**config.mk**
```make
export PLATFORM = sky130hd
export DESIGN_NAME = peripheral_mpi_wb_initiator_flat
export DESIGN_NICKNAME = d
export VERILOG_FILES = /design/src/rtl/peripheral_mpi_wb_pkg.sv /design/src/rtl/peripheral_mpi_wb_if.sv /design/src/rtl/peripheral_mpi_wb_timeout.sv /design/src/rtl/peripheral_mpi_wb_initiator.sv /design/src/flat_wrapper.sv
export SDC_FILE = /design/constraint.sdc
export NUM_CORES = 1
export LEC_CHECK = 0
export CORE_UTILIZATION = 28
export DETAILED_ROUTE_END_ITERATION = 6
export GPL_TIMING_DRIVEN = 1
export PLACE_DENSITY_LB_ADDON = 0.15
export SYNTH_ARGS = -nofsm -noshare
export SYNTH_HDL_FRONTEND = slang
export SYNTH_HIERARCHICAL = 1
export SYNTH_SLANG_ARGS = --single-unit
```
**constraint.sdc**
```tcl
create_clock -name wb_clk_i -period 6.1 [get_ports wb_clk_i]
set_input_delay 1.525 -clock wb_clk_i [delete_from_list [all_inputs] [get_ports wb_clk_i]]
set_output_delay 1.525 -clock wb_clk_i [all_outputs]
set_load 0.01 [all_outputs]
```
**src/rtl/peripheral_mpi_wb_pkg.sv**
```systemverilog
// Shared definitions for the MPI/UART register-bus Wishbone initiator.
//   wb_state_t     : initiator FSM states
//   WB_SEL_BYTE0   : byte select driven during every cycle (8-bit slave on lane 0)
//   WB_AW_DEFAULT  : default register address width
//   WB_DW_DEFAULT  : default register data width
package peripheral_mpi_wb_pkg;

    typedef enum logic [1:0] {
        IDLE = 2'd0,
        BUS  = 2'd1,
        RESP = 2'd2
    } wb_state_t;

    localparam logic [3:0] WB_SEL_BYTE0  = 4'b0001;
    localparam int         WB_AW_DEFAULT = 3;
    localparam int         WB_DW_DEFAULT = 8;

endpackage

```
**src/rtl/peripheral_mpi_wb_if.sv**
```systemverilog
// Wishbone classic bus bundle between the initiator and the register slave.
//   wb_adr_o/wb_dat_o/wb_we_o/wb_sel_o/wb_stb_o/wb_cyc_o : initiator -> slave
//   wb_dat_i/wb_ack_i                                     : slave -> initiator
// Modports: master (initiator side), slave (peripheral side).
interface peripheral_mpi_wb_if
    import peripheral_mpi_wb_pkg::*;
#(
    parameter int AW = WB_AW_DEFAULT,
    parameter int DW = WB_DW_DEFAULT
);
    logic [AW-1:0] wb_adr_o;
    logic [DW-1:0] wb_dat_o;
    logic [DW-1:0] wb_dat_i;
    logic          wb_we_o;
    logic [3:0]    wb_sel_o;
    logic          wb_stb_o;
    logic          wb_cyc_o;
    logic          wb_ack_i;

    modport master (
        output wb_adr_o, wb_dat_o, wb_we_o, wb_sel_o, wb_stb_o, wb_cyc_o,
        input  wb_dat_i, wb_ack_i
    );

    modport slave (
        input  wb_adr_o, wb_dat_o, wb_we_o, wb_sel_o, wb_stb_o, wb_cyc_o,
        output wb_dat_i, wb_ack_i
    );
endinterface

```
**src/rtl/peripheral_mpi_wb_timeout.sv**
```systemverilog
// Bus-cycle watchdog: counts cycles spent waiting for an acknowledge.
//   clk    : clock
//   srst   : synchronous active-high reset
//   clr    : clear counter to zero (held while the initiator is idle)
//   en     : count one more waiting cycle
//   expire : counter has reached TIMEOUT-1, i.e. the current cycle is the last one allowed
module peripheral_mpi_wb_timeout #(
    parameter int TIMEOUT = 255
) (
    input  logic clk,
    input  logic srst,
    input  logic clr,
    input  logic en,
    output logic expire
);
    localparam int TW = $clog2(TIMEOUT + 1);

    logic [TW-1:0] count_reg;

    // Saturates at the expire value so the counter can never wrap.
    always_ff @(posedge clk) begin
        if (srst || clr) begin
            count_reg <= '0;
        end else if (en && !expire) begin
            count_reg <= count_reg + TW'(1);
        end
    end

    assign expire = (count_reg == TW'(TIMEOUT - 1));
endmodule

```
**src/rtl/peripheral_mpi_wb_initiator.sv**
```systemverilog
// Wishbone classic-cycle master for the 8-bit MPI/UART register slave.
// One register read/write command per WB cycle, with a timeout abort.
//   wb_clk_i, wb_rst_i        : clock, synchronous active-high reset
//   cmd_valid/cmd_ready       : command handshake; cmd_we/cmd_adr/cmd_dat payload
//   rsp_valid/rsp_ready       : response handshake; rsp_dat/rsp_err payload
//   busy_o                    : a command is in flight (state != IDLE)
//   wb                        : Wishbone bus, master modport
module peripheral_mpi_wb_initiator
    import peripheral_mpi_wb_pkg::*;
#(
    parameter int AW      = WB_AW_DEFAULT,
    parameter int DW      = WB_DW_DEFAULT,
    parameter int TIMEOUT = 255
) (
    input  logic          wb_clk_i,
    input  logic          wb_rst_i,
    input  logic          cmd_valid,
    output logic          cmd_ready,
    input  logic          cmd_we,
    input  logic [AW-1:0] cmd_adr,
    input  logic [DW-1:0] cmd_dat,
    output logic          rsp_valid,
    input  logic          rsp_ready,
    output logic [DW-1:0] rsp_dat,
    output logic          rsp_err,
    output logic          busy_o,
    peripheral_mpi_wb_if.master wb
);
    wb_state_t     state_reg, state_next;
    logic [AW-1:0] adr_reg, adr_next;
    logic [DW-1:0] dat_reg, dat_next;
    logic          we_reg, we_next;
    logic [3:0]    sel_reg, sel_next;
    logic          strobe_reg, strobe_next;  // drives both cyc and stb
    logic          rsp_valid_reg, rsp_valid_next;
    logic [DW-1:0] rsp_dat_reg, rsp_dat_next;
    logic          rsp_err_reg, rsp_err_next;

    logic tmr_clr, tmr_en, tmr_expire;

    peripheral_mpi_wb_timeout #(.TIMEOUT(TIMEOUT)) u_timeout (
        .clk    (wb_clk_i),
        .srst   (wb_rst_i),
        .clr    (tmr_clr),
        .en     (tmr_en),
        .expire (tmr_expire)
    );

    always_comb begin
        state_next     = state_reg;
        adr_next       = adr_reg;
        dat_next       = dat_reg;
        we_next        = we_reg;
        sel_next       = sel_reg;
        strobe_next    = strobe_reg;
        rsp_valid_next = rsp_valid_reg;
        rsp_dat_next   = rsp_dat_reg;
        rsp_err_next   = rsp_err_reg;
        tmr_clr        = 1'b0;
        tmr_en         = 1'b0;

        unique case (state_reg)
            IDLE: begin
                // Timer is held clear so every BUS entry starts from zero.
                tmr_clr = 1'b1;
                if (cmd_valid) begin
                    adr_next    = cmd_adr;
                    dat_next    = cmd_dat;
                    we_next     = cmd_we;
                    sel_next    = WB_SEL_BYTE0;
                    strobe_next = 1'b1;
                    state_next  = BUS;
                end
            end
            BUS: begin
                // Ack is checked first so an ack on the final allowed cycle completes normally.
                if (wb.wb_ack_i) begin
                    rsp_dat_next   = we_reg ? '0 : wb.wb_dat_i;
                    rsp_err_next   = 1'b0;
                    rsp_valid_next = 1'b1;
                    strobe_next    = 1'b0;
                    sel_next       = '0;
                    we_next        = 1'b0;
                    state_next     = RESP;
                end else if (tmr_expire) begin
                    rsp_dat_next   = '0;
                    rsp_err_next   = 1'b1;
                    rsp_valid_next = 1'b1;
                    strobe_next    = 1'b0;
                    sel_next       = '0;
                    we_next        = 1'b0;
                    state_next     = RESP;
                end else begin
                    tmr_en = 1'b1;
                end
            end
            RESP: begin
                if (rsp_ready) begin
                    rsp_valid_next = 1'b0;
                    state_next     = IDLE;
                end
            end
            default: state_next = IDLE;
        endcase
    end

    always_ff @(posedge wb_clk_i) begin
        if (wb_rst_i) begin
            state_reg     <= IDLE;
            adr_reg       <= '0;
            dat_reg       <= '0;
            we_reg        <= 1'b0;
            sel_reg       <= '0;
            strobe_reg    <= 1'b0;
            rsp_valid_reg <= 1'b0;
            rsp_dat_reg   <= '0;
            rsp_err_reg   <= 1'b0;
        end else begin
            state_reg     <= state_next;
            adr_reg       <= adr_next;
            dat_reg       <= dat_next;
            we_reg        <= we_next;
            sel_reg       <= sel_next;
            strobe_reg    <= strobe_next;
            rsp_valid_reg <= rsp_valid_next;
            rsp_dat_reg   <= rsp_dat_next;
            rsp_err_reg   <= rsp_err_next;
        end
    end

    assign cmd_ready   = (state_reg == IDLE);
    assign busy_o      = (state_reg != IDLE);
    assign rsp_valid   = rsp_valid_reg;
    assign rsp_dat     = rsp_dat_reg;
    assign rsp_err     = rsp_err_reg;
    assign wb.wb_adr_o = adr_reg;
    assign wb.wb_dat_o = dat_reg;
    assign wb.wb_we_o  = we_reg;
    assign wb.wb_sel_o = sel_reg;
    assign wb.wb_stb_o = strobe_reg;
    assign wb.wb_cyc_o = strobe_reg;
endmodule

```
**src/flat_wrapper.sv**
```systemverilog
// flat-port wrapper written by rule: the top's interface ports become plain ports
module peripheral_mpi_wb_initiator_flat import peripheral_mpi_wb_pkg::*;
#(
    parameter int AW      = WB_AW_DEFAULT,
    parameter int DW      = WB_DW_DEFAULT,
    parameter int TIMEOUT = 255
)
  (wb_clk_i, wb_rst_i, cmd_valid, cmd_ready, cmd_we, cmd_adr, cmd_dat, rsp_valid, rsp_ready, rsp_dat, rsp_err, busy_o, wb_wb_adr_o, wb_wb_dat_o, wb_wb_we_o, wb_wb_sel_o, wb_wb_stb_o, wb_wb_cyc_o, wb_wb_dat_i, wb_wb_ack_i);
  peripheral_mpi_wb_if #(.AW(AW), .DW(DW)) wb_i ();
  input  logic wb_clk_i;
  input  logic wb_rst_i;
  input  logic cmd_valid;
  output logic cmd_ready;
  input  logic cmd_we;
  input  logic [AW-1:0] cmd_adr;
  input  logic [DW-1:0] cmd_dat;
  output logic rsp_valid;
  input  logic rsp_ready;
  output logic [DW-1:0] rsp_dat;
  output logic rsp_err;
  output logic busy_o;
  output wire logic [$bits(wb_i.wb_adr_o)-1:0] wb_wb_adr_o;
  output wire logic [$bits(wb_i.wb_dat_o)-1:0] wb_wb_dat_o;
  output wire logic [$bits(wb_i.wb_we_o)-1:0] wb_wb_we_o;
  output wire logic [$bits(wb_i.wb_sel_o)-1:0] wb_wb_sel_o;
  output wire logic [$bits(wb_i.wb_stb_o)-1:0] wb_wb_stb_o;
  output wire logic [$bits(wb_i.wb_cyc_o)-1:0] wb_wb_cyc_o;
  input wire logic [$bits(wb_i.wb_dat_i)-1:0] wb_wb_dat_i;
  input wire logic [$bits(wb_i.wb_ack_i)-1:0] wb_wb_ack_i;
  assign wb_wb_adr_o = wb_i.wb_adr_o;
  assign wb_wb_dat_o = wb_i.wb_dat_o;
  assign wb_wb_we_o = wb_i.wb_we_o;
  assign wb_wb_sel_o = wb_i.wb_sel_o;
  assign wb_wb_stb_o = wb_i.wb_stb_o;
  assign wb_wb_cyc_o = wb_i.wb_cyc_o;
  assign wb_i.wb_dat_i = wb_wb_dat_i;
  assign wb_i.wb_ack_i = wb_wb_ack_i;
  peripheral_mpi_wb_initiator #(.AW(AW), .DW(DW), .TIMEOUT(TIMEOUT)) u_core (.wb_clk_i(wb_clk_i), .wb_rst_i(wb_rst_i), .cmd_valid(cmd_valid), .cmd_ready(cmd_ready), .cmd_we(cmd_we), .cmd_adr(cmd_adr), .cmd_dat(cmd_dat), .rsp_valid(rsp_valid), .rsp_ready(rsp_ready), .rsp_dat(rsp_dat), .rsp_err(rsp_err), .busy_o(busy_o), .wb(wb_i));
endmodule
```
### Word-level counts from Yosys, hierarchy flattened

Index checks and enable logic that the tools add are counted.

| storage, ports and cells | value |
|---|---|
| bits in registers | 37 |
| bits of input ports | 25 |

| cells by class | value |
|---|---|
| $add $sub $neg | 1 |
| equality and inequality tests | 6 |
| multiplexer cells | 27 |
| reduce and logical (&&, ||, !) cells | 13 |

Operators by type and width:

| cell | count |
|---|---|
| 2-to-1 mux 8 bit | 3 |
| 2-to-1 mux 1 bit | 12 |
| 2-to-1 mux 4 bit | 3 |
| AND reduction 3 bit | 3 |
| adder 8 x 1 -> 8 bit (second input constant) | 1 |
| equality test 8 bit (second input constant) | 1 |
| 2-to-1 mux 2 bit | 4 |
| case mux 4 bit (2 select lines) | 1 |
| nonzero test 2 bit | 4 |
| case mux 1 bit (2 select lines) | 3 |
| case mux 2 bit (3 select lines) | 1 |
| != test 2 bit (second input constant) | 2 |
| AND reduction 2 bit | 2 |
| != test 3 bit (second input constant) | 1 |
| equality test 2 x 1 -> 1 bit (second input constant) | 1 |
| equality test 2 bit (second input constant) | 1 |
| logical NOT 2 bit | 1 |
| logical AND 1 bit | 1 |
| logical NOT 1 bit | 1 |
| logical OR 1 bit | 1 |

### Logic depth before layout (Yosys ltp)

Gate-level depths: netlist of run 1.

| logic depth | value |
|---|---|
| depth after elaboration | 5 |
| depth in mapped cells | 9 |
| depth with buffers taken out | 9 |

### Hierarchy

The synthesis of run 1 kept the hierarchy.

By module, submodules not included:

| module | times used | cells each | area an instance (sq um) | sequential area each (sq um) |
|---|---|---|---|---|
| peripheral_mpi_wb_initiator | 1 | 109 | 1,023.5 | 500.5 |
| peripheral_mpi_wb_timeout | 1 | 51 | 442.9 | 160.2 |

### Worst setup path before layout of run 1

OpenSTA, ideal clock, no wires.

| path | value |
|---|---|
| path type | input to register |
| from | input port wb_wb_ack_i |
| to | register u_core.u_timeout.count_reg[5] |
| setup time | 135 ps |
| data arrival time | 2,626 ps |
| required time | 5,965 ps |
| slack | 3,339 ps |
| cell stages on the path | 5 |
| cells stage by stage | buf_1 > nor3_1 > nand3_1 > o311ai_0 > o41ai_1 |

| between the ends | value |
|---|---|
| cells in the longest elaborated chain, start to end | 3 |

RTL lines:

| item | line | RTL |
|---|---|---|
| from (decl) | flat_wrapper.sv:29 | `input wire logic [$bits(wb_i.wb_ack_i)-1:0] wb_wb_ack_i;` |
| 2-to-1 mux 1 bit | peripheral_mpi_wb_initiator.sv:77 | `if (wb.wb_ack_i) begin` |
| 2-to-1 mux 1 bit | peripheral_mpi_wb_initiator.sv:62 | `unique case (state_reg)` |
| net u_core.tmr_en | peripheral_mpi_wb_initiator.sv:39 | `logic tmr_clr, tmr_en, tmr_expire;` |
| logical AND 1 bit | peripheral_mpi_wb_timeout.sv:24 | `end else if (en && !expire) begin` |
| to (signal assigned) | peripheral_mpi_wb_timeout.sv:25 | `count_reg <= count_reg + TW'(1);` |
| to (decl) | peripheral_mpi_wb_timeout.sv:18 | `logic [TW-1:0] count_reg;` |

The timed path passes the listed nets, and every way through them passes these cells.
A chain may end at the register's enable or synchronous reset.

### Worst setup path in the final report of run 1

| path | value |
|---|---|
| from | input port wb_rst_i |
| to | register u_core.u_timeout.count_reg[5] |

| between the ends | value |
|---|---|
| cells in the longest elaborated chain, start to end | 1 |

RTL lines:

| item | line | RTL |
|---|---|---|
| from (decl) | flat_wrapper.sv:11 | `input logic wb_rst_i;` |
| logical OR 1 bit | peripheral_mpi_wb_timeout.sv:22 | `if (srst \|\| clr) begin` |

No other way between the ends.

==> results of run 1 <==
==> power by group <==
part / switching (mW) / internal [mW]
logic: 0.0341 / 0.0436
registers: 0.00641 / 0.225
clock network: 0.0736 / 0.0895
total: 0.114 / 0.358
==> final cells by class <==
| cell class | instances | area share |
|---|---|---|
| well taps | 67 | 0.0407 |
| multi-input cells | 109 | 0.338 |
| flip-flops and latches | 33 | 0.321 |
| clock buffers | 7 | 0.0419 |
| repair buffers | 51 | 0.248 |
| inverters | 6 | 0.0109 |
==> critical path, cell delays in order <==
cell,delay [ps]
sky130_fd_sc_hd__clkdlybuf4s50_1,950
sky130_fd_sc_hd__or2_2,590
sky130_fd_sc_hd__o41ai_1,290
==> path summary, 6_finish.rpt <==
kind | from | to | depth (start not counted)
hold reg to reg | u_core/rsp_valid | u_core/rsp_valid | 2
hold / removal | u_core/rsp_valid | u_core/rsp_valid | 2
setup / recovery | wb_rst_i | u_core/u_timeout/count_reg[5] | 3
setup reg to reg | u_core/u_timeout/count_reg[0] | u_core/u_timeout/count_reg[7] | 9
==> cells in the final DEF, fill, tap and decap left out, types with 2 or more instances in the layout <==
master | synthesis | final
sky130_fd_sc_hd__clkdlybuf4s50_1 | 0 | 51
sky130_fd_sc_hd__dfxtp_1 | 33 | 33
sky130_fd_sc_hd__nor2_1 | 15 | 15
sky130_fd_sc_hd__mux2i_1 | 15 | 15
sky130_fd_sc_hd__a21oi_1 | 14 | 14
sky130_fd_sc_hd__o21ai_0 | 11 | 11
sky130_fd_sc_hd__nand4_1 | 10 | 10
sky130_fd_sc_hd__nand2_1 | 7 | 7
sky130_fd_sc_hd__clkbuf_8 | 0 | 6
sky130_fd_sc_hd__inv_1 | 5 | 5
sky130_fd_sc_hd__a211oi_1 | 3 | 3
sky130_fd_sc_hd__conb_1 | 1 | 3
sky130_fd_sc_hd__nand3_1 | 3 | 3
sky130_fd_sc_hd__nor3_1 | 2 | 2
sky130_fd_sc_hd__nand3b_1 | 2 | 2
sky130_fd_sc_hd__o41ai_1 | 2 | 2
sky130_fd_sc_hd__and3_1 | 2 | 2
sky130_fd_sc_hd__a31oi_1 | 2 | 2
sky130_fd_sc_hd__or3_1 | 2 | 2
sky130_fd_sc_hd__ha_1 | 2 | 2
==> through the flow <==
stage,instance area (µm²),utilization
floorplan,1470,-
global placement,1970,0.404
detailed placement,1970,0.404
CTS,2060,0.422
global route,2060,0.422
finish,2060,0.422
==> metal layers <==
layer / up-vias / wire (µm) / share of wire
met3: 2 / 206 / 0.059
met1: 593 / 1660 / 0.47
li1: 656 / - / -
met5: - / 0 / 0
met2: 46 / 1620 / 0.46
met4: 0 / 24 / 0.0068
==> cells by family after synthesis <==
kind of cell / after synthesis / share of synthesized area
adders and majority gates: 2 / 0.0171
other: 1 / 0.00256
buffers and inverters: 20 / 0.0802
DFF: 33 / 0.451
and+or+nand+nor: 51 / 0.193
AOI/OAI and AO/OA: 38 / 0.154
muxes: 15 / 0.102
==> out/qor.log, run 1 <==
qor: sta.totalNegativeSetupSlack 0 ps
qor: die.die_area 5530 µm²
qor: sta.final.period_utilization 0.522
qor: sta.slew_violations 0
qor: place.dp.cells 266
qor: cts.cts-htree-levels 2
qor: die.rows 25
qor: sta.finalWorstSetupSlack 2920 ps
qor: cts.post-cts-setup-buffer-count 0
qor: critical_path.rrSetupSlack 3740 ps
qor: critical_path.crit_required 6280 ps
qor: global_route.grt_pass1_wl 5660 µm
qor: global_route.most_used_layer_global_route met2
qor: critical_path.critPathLaunchType primary input
qor: yosys.synth_most_common_cell sky130_fd_sc_hd__dfxtp_1
qor: die.top_level_ports 55
qor: global_route.grt_pass1_vias 1,194
qor: cts.numCtsBuffers 5
qor: sta.whs 470 ps
qor: drt.detail_route.iter0.violations 117
qor: cts.post_cts.resized_instances 0
qor: place.port_buffers 51
qor: pwr.power_leakage 0.748 nW
qor: yosys.syn_inst 160
qor: sta.layout_min_cycle_time 3180 ps
qor: yosys.synth_enable_flop_cells 0
qor: die.start_util 0.301
qor: die.die_w 74.4 µm
qor: critical_path.worstPathArrival 3360 ps
qor: yosys.synth_top_flop_cell sky130_fd_sc_hd__dfxtp_1
qor: critical_path.worstSetupEndpointType register
qor: yosys.synth.ff_latch_count 33
qor: cts.holdBufCountCts 0
qor: cts.clk_transition_reported_paths 70 ps
qor: cts.tritoncts_clock_tree yes
qor: drt.totalWireLength 3510 µm
qor: place.place_congestion 0.921
qor: die.area_of_the_core_region 4880 µm²
qor: yosys.netlist_top_cells_area sky130_fd_sc_hd__dfxtp_1 (45%), sky130_fd_sc_hd__mux2i_1 (10%), sky130_fd_sc_hd__a21oi_1 (4.8%), sky130_fd_sc_hd__nand4_1 (4.3%), sky130_fd_sc_hd__nor2_1 (3.8%)
qor: sta.final.setup_skew 3.28 ps
qor: drt.antenna_left 0
qor: global_route.overall_track_demand_over_capacity_in_global_routing 0.135
qor: yosys.yosysWarningCount 6
qor: sta.max_slew.worst_pin.slew 1050 ps
qor: yosys.library_cell_occupying_the_most_area_in_the_post_synthesis_netlist sky130_fd_sc_hd__dfxtp_1
qor: sta.clock.fmax 314 MHz
qor: place.dp_slack 2590 ps
qor: yosys.netlist_area 1470 µm²
qor: yosys.share_of_synthesized_area_occupied_by_flip_flops_and_latches 0.451
qor: yosys.synth.lib_cells_used.distinct 39
qor: die.die_y 74.4 µm
qor: drt.vias 1,297
qor: place.placed_wire_length_estimate_after_detailed_placement 2520 µm
qor: cells_and_area.layout-drive-gt1-share 0.0534
qor: global_route.global_route.usage.met3 0.0528
qor: hold_path.worst_min_path_class register to register
qor: cells_and_area.final_net_count 233
qor: pwr.p_total 0.472 mW
qor: yosys.synth_top_area_frac 0.451
qor: cts.cts_root_buf sky130_fd_sc_hd__clkbuf_8
qor: yosys.synth_area_per_cell 9.17 µm²
qor: cells_and_area.register_area 661 µm²
qor: sta.rsz_0062_raised_after_global_routing false
qor: cts.clk_path_buf_depth 2
qor: sta.finalHoldViolCount 0
qor: yosys.async_reset_ff_frac 0
qor: cells_and_area.areaGrowthSynthToFinish 40.4%
qor: drt.routed_vias_inst 4.75
qor: cells_and_area.multi_input_area 696 µm²
qor: global_route.grt_start_max_net_pins 31
qor: global_route.grt_overflow 0
qor: global_route.antenna_found_initial 0
qor: sta.slew_headroom 0.298
qor: drt.post_drt_wl_per_cell 12.9 µm
qor: global_route.globalRouteMet2Util 0.203
qor: critical_path.setup.worst_path.class primary input to register
qor: pwr.power_density 229 nW/µm²
qor: drt.drcViolationCount 0
qor: cts.cts_num_sinks 33
qor: run.drv_cap 0
qor: cells_and_area.final_cell_count_no_fill 273
qor: sta.final_setup_violation_count 0
qor: run_status.run_status complete, no violations
qor: cells_and_area.final_layout_fill_cell_count 497
qor: critical_path.path_max_fanout 30
qor: cells_and_area.n_antenna_cell 0
qor: cts.insertion_delay_of_the_later_clocked_pin_in_the_worst_skew_pair 270 ps
qor: yosys.synth_common_cells sky130_fd_sc_hd__dfxtp_1 (33), sky130_fd_sc_hd__mux2i_1 (15), sky130_fd_sc_hd__nor2_1 (15)
qor: drt.drt-pass1-iter-count 4
qor: pwr.power.ir.vdd_worst 0.135 mV
qor: global_route.grt_util_met1 0.171
No activity file was read; power rests on OpenSTA's default activity.
==> run 2, diff against run 1 <==
Clock period 6.1 ns to 3.3 ns, I/O delays scaled along.
==> out/qor.log, run 2 (synthesis gave the netlist of run 1 again) <==
qor: cts.tritoncts_clock_tree yes
qor: sta.finalWorstSetupSlack 910 ps
qor: place.port_buffers 51
qor: critical_path.worstPathArrival 1560 ps
qor: cells_and_area.layout-drive-gt1-share 0.0673
qor: sta.final.setup_skew 4.49 ps
qor: sta.slew_violations 0
qor: drt.detail_route.iter0.violations 81
qor: drt.drcViolationCount 0
qor: critical_path.crit_required 2470 ps
qor: pwr.p_total 0.851 mW
qor: die.die_w 74.4 µm
qor: pwr.power_leakage 0.758 nW
qor: place.placedInstanceArea 2000 µm²
qor: cells_and_area.n_antenna_cell 0
qor: sta.whs 472 ps
qor: critical_path.critPathMaxStageDelay 610 ps
qor: sta.final_setup_violation_count 0
qor: cts.numCtsBuffers 5
qor: cts.holdBufCountCts 0
qor: place.place_congestion 0.792
qor: global_route.overall_track_demand_over_capacity_in_global_routing 0.134
qor: place.dp.cells 269
qor: cts.clk_transition_reported_paths 60 ps
qor: run.drv_cap 0
qor: global_route.grt_start_max_net_pins 19
qor: cells_and_area.final_layout_fill_cell_count 512
qor: die.rows 25
qor: drt.post_drt_wl_per_cell 12.7 µm
qor: sta.clock.fmax 418 MHz
qor: global_route.grt_pass1_vias 1,260
qor: critical_path.rrSetupSlack 970 ps
qor: cells_and_area.final_net_count 236
qor: pwr.power_density 411 nW/µm²
qor: cts.post_cts.resized_instances 0
qor: cells_and_area.final_cell_count_no_fill 275
qor: die.start_util 0.301
qor: critical_path.path_max_fanout 7
qor: cts.insertion_delay_of_the_later_clocked_pin_in_the_worst_skew_pair 280 ps
qor: critical_path.setup.worst_path.class register to output pin
qor: cts.clk_path_buf_depth 2
qor: drt.vias 1,329
qor: global_route.grt_pass1_wl 5590 µm
qor: cells_and_area.postLayoutCoreUtil 0.424
qor: place.placed_wire_length_estimate_after_detailed_placement 2590 µm
qor: sta.totalNegativeSetupSlack 0 ps
qor: cts.post-cts-setup-buffer-count 0
qor: die.area_of_the_core_region 4880 µm²
qor: sta.slew_headroom 0.526
qor: drt.antenna_left 0
qor: critical_path.cp_slowest_cell sky130_fd_sc_hd__clkdlybuf4s50_1
qor: cells_and_area.areaGrowthSynthToFinish 41.1%
qor: hold_path.worst_min_path_class register to register
qor: cts.cts-htree-levels 2
qor: sta.finalHoldViolCount 0
qor: cells_and_area.layout_commonest_cell sky130_fd_sc_hd__clkdlybuf4s50_1
qor: sta.rsz_0062_raised_after_global_routing false
qor: sta.max_slew.worst_pin.slew 709 ps
qor: drt.totalWireLength 3500 µm
qor: die.die_area 5530 µm²
qor: cells_and_area.mostFrequentLayoutCells sky130_fd_sc_hd__clkdlybuf4s50_1 (51), sky130_fd_sc_hd__dfxtp_1 (33), sky130_fd_sc_hd__nor2_1 (15), sky130_fd_sc_hd__mux2i_1 (15), sky130_fd_sc_hd__a21oi_1 (14)
qor: drt.drt-pass1-iter-count 4
qor: critical_path.cp_cell_sequence nor2_1 > clkdlybuf4s50_1
qor: sta.final.period_utilization 0.724
qor: die.top_level_ports 55
qor: die.die_y 74.4 µm
qor: cells_and_area.finalInstanceArea 2070 µm²
qor: place.dp_slack 659 ps
qor: cts.cts_num_sinks 33
qor: pwr.power.ir.vdd_worst 0.196 mV
qor: cts.cts_root_buf sky130_fd_sc_hd__clkbuf_8
qor: critical_path.worstSetupEndpointType output pin
qor: sta.layout_min_cycle_time 2390 ps
qor: drt.routed_vias_inst 4.83
qor: global_route.grt_overflow 0
qor: run_status.run_status complete, no violations
qor: global_route.antenna_found_initial 0
qor: critical_path.critPathLaunchType register
-- run 2: critical path, delay by kind of cell (launching register included) --
family | cells | cell delay [ps]
buf+inv | 1 | 610
flops | 1 | 380
simple gates | 1 | 300
-- run 2: path summary, 6_finish.rpt --
kind,start,to,cells after the start
worst max-delay path,u_core/state_reg[1],cmd_ready,2
worst min-delay path,u_core/rsp_dat[5],u_core/rsp_dat[5],2
worst max register to register,u_core/u_timeout/count_reg[0],u_core/u_timeout/count_reg[5],9
worst min register to register,u_core/rsp_dat[5],u_core/rsp_dat[5],2
-- run 2: layer usage --
metal	track usage	routed length, µm	share of wire
met2	0.218	1670	0.48
met5	0	0	0
met1	0.157	1540	0.44
met3	0.0528	229	0.065
met4	0.0587	51	0.015
-- run 2: power breakdown --
part           internal (mW)  switching, mW  leakage (nW)
Clock                  0.139          0.138        0.0399
Combinational         0.0831         0.0632         0.449
Sequential             0.416         0.0119         0.269
Total                  0.637          0.213         0.758
-- run 2: area by class of cell --
cell class	instances	area [µm²]	share of cell area
Clock inverter	1	5.00	0.00242
Sequential cell	33	661	0.319
Inverter	6	22.5	0.0109
Multi-Input combinational cell	109	696	0.336
Clock buffer	5	68.8	0.0333
Timing Repair Buffer	54	533	0.258
Tap cell	67	83.8	0.0405
==> run 3, diff against run 2 <==
Clock period 3.3 ns to 2 ns, I/O delays scaled along.
==> out/qor.log, run 3 (synthesis gave the netlist of run 1 again) <==
qor: critical_path.critPathLaunchType register
qor: sta.final.setup_skew 4.55 ps
qor: global_route.overall_track_demand_over_capacity_in_global_routing 0.135
qor: die.top_level_ports 55
qor: die.rows 25
qor: cells_and_area.layout-drive-gt1-share 0.123
qor: critical_path.worstSetupEndpointType output pin
qor: drt.antenna_left 0
qor: cells_and_area.layout_commonest_cell sky130_fd_sc_hd__clkdlybuf4s50_1
qor: cells_and_area.n_antenna_cell 0
qor: global_route.grt_start_max_net_pins 19
qor: cts.holdBufCountCts 0
qor: drt.detail_route.iter0.violations 70
qor: cts.insertion_delay_of_the_later_clocked_pin_in_the_worst_skew_pair 270 ps
qor: critical_path.setup.worst_path.class register to output pin
qor: cts.clk_transition_reported_paths 70 ps
qor: die.area_of_the_core_region 4880 µm²
qor: die.die_area 5530 µm²
qor: cells_and_area.final_net_count 245
qor: die.die_w 74.4 µm
qor: pwr.power_density 664 nW/µm²
qor: cts.cts_num_sinks 33
qor: place.dp.cells 278
qor: global_route.grt_pass1_vias 1,273
qor: sta.final.period_utilization 0.933
qor: place.port_buffers 51
qor: cts.cts_root_buf sky130_fd_sc_hd__clkbuf_8
qor: run.drv_cap 0
qor: sta.totalNegativeSetupSlack 0 ps
qor: run_status.run_status complete, no violations
qor: pwr.power_leakage 0.816 nW
qor: place.place_congestion 0.906
qor: global_route.grt_pass1_wl 5710 µm
qor: drt.drt-pass1-iter-count 4
qor: cts.clk_path_buf_depth 2
qor: drt.routed_vias_inst 4.73
qor: sta.clock.fmax 536 MHz
qor: critical_path.path_max_fanout 7
qor: place.placed_wire_length_estimate_after_detailed_placement 2640 µm
qor: drt.totalWireLength 3520 µm
qor: cells_and_area.areaGrowthSynthToFinish 48.5%
qor: die.die_y 74.4 µm
qor: drt.vias 1,352
qor: hold_path.worst_min_path_class register to register
qor: global_route.antenna_found_initial 0
qor: pwr.power.ir.vdd_worst 0.534 mV
qor: cells_and_area.mostFrequentLayoutCells sky130_fd_sc_hd__clkdlybuf4s50_1 (51), sky130_fd_sc_hd__dfxtp_1 (32), sky130_fd_sc_hd__mux2i_1 (15)
qor: sta.layout_min_cycle_time 1870 ps
qor: cts.tritoncts_clock_tree yes
qor: drt.post_drt_wl_per_cell 12.3 µm
qor: cts.cts-htree-levels 2
qor: global_route.grt_overflow 0
qor: cells_and_area.final_cell_count_no_fill 286
qor: cts.numCtsBuffers 5
qor: sta.finalHoldViolCount 0
qor: sta.slew_violations 0
qor: sta.final_setup_violation_count 0
qor: critical_path.crit_required 1500 ps
qor: drt.drcViolationCount 0
qor: critical_path.worstPathArrival 1370 ps
qor: sta.rsz_0062_raised_after_global_routing true
qor: die.start_util 0.301
[run 3: metrics by stage]
stage,worst slack [ps],total power [mW],cell area (µm²),hold WS [ps],util
after global placement,102,0.978,2080,447,0.426
after CTS,15.9,1.47,2170,475,0.445
after global routing,-13.3,1.52,2180,501,0.446
final,133,1.45,2180,468,0.446
after floorplan,108,0.844,1480,452,-
after detailed placement,54.7,0.982,2080,455,0.426
[run 3: worst paths after layout]
path                                      start                            end  depth (start not counted)  slack (ps)
setup / recovery            u_core/state_reg[1]                      cmd_ready                          2         130
hold / removal                 u_core/rsp_valid               u_core/rsp_valid                          2         470
setup reg to reg  u_core/u_timeout/count_reg[0]  u_core/u_timeout/count_reg[7]                          9         140
hold reg to reg                u_core/rsp_valid               u_core/rsp_valid                          2         470
[run 3: layout make-up]
| type | instances | area, µm² |
|---|---|---|
| Clock buffer | 6 | 72.6 |
| Tap cell | 67 | 83.8 |
| Clock inverter | 2 | 10.0 |
| Multi-Input combinational cell | 109 | 714 |
| Timing Repair Buffer | 63 | 613 |
| Sequential cell | 33 | 662 |
| Fill cell | 493 | 2700 |
| Inverter | 6 | 22.5 |
[run 3: report_power, final]
group | internal, mW | switching (mW) | total [mW]
clock network | 0.241 | 0.236 | 0.477
logic | 0.153 | 0.113 | 0.266
registers | 0.686 | 0.0174 | 0.703
total | 1.08 | 0.366 | 1.45
[run 3: layer usage]
metal,part of all wire,GRT usage,up-vias
met3,0.078,0.0515,2
met5,0,0,-
met2,0.47,0.218,52
met1,0.45,0.164,614
met4,0.0071,0.0503,0
li1,-,-,684
[run 3: repair_timing]
item / 4_1_cts / 5_1_grt
endpoints found under the setup margin: 2 / 4
buffers inserted: 0 / 0
gates resized for setup: 2 / 3
[run 3: worst max-delay path, stage by stage (launching register included)]
cell	delay [ps]
sky130_fd_sc_hd__dfxtp_2	370
sky130_fd_sc_hd__nor2_4	170
sky130_fd_sc_hd__clkdlybuf4s50_1	550
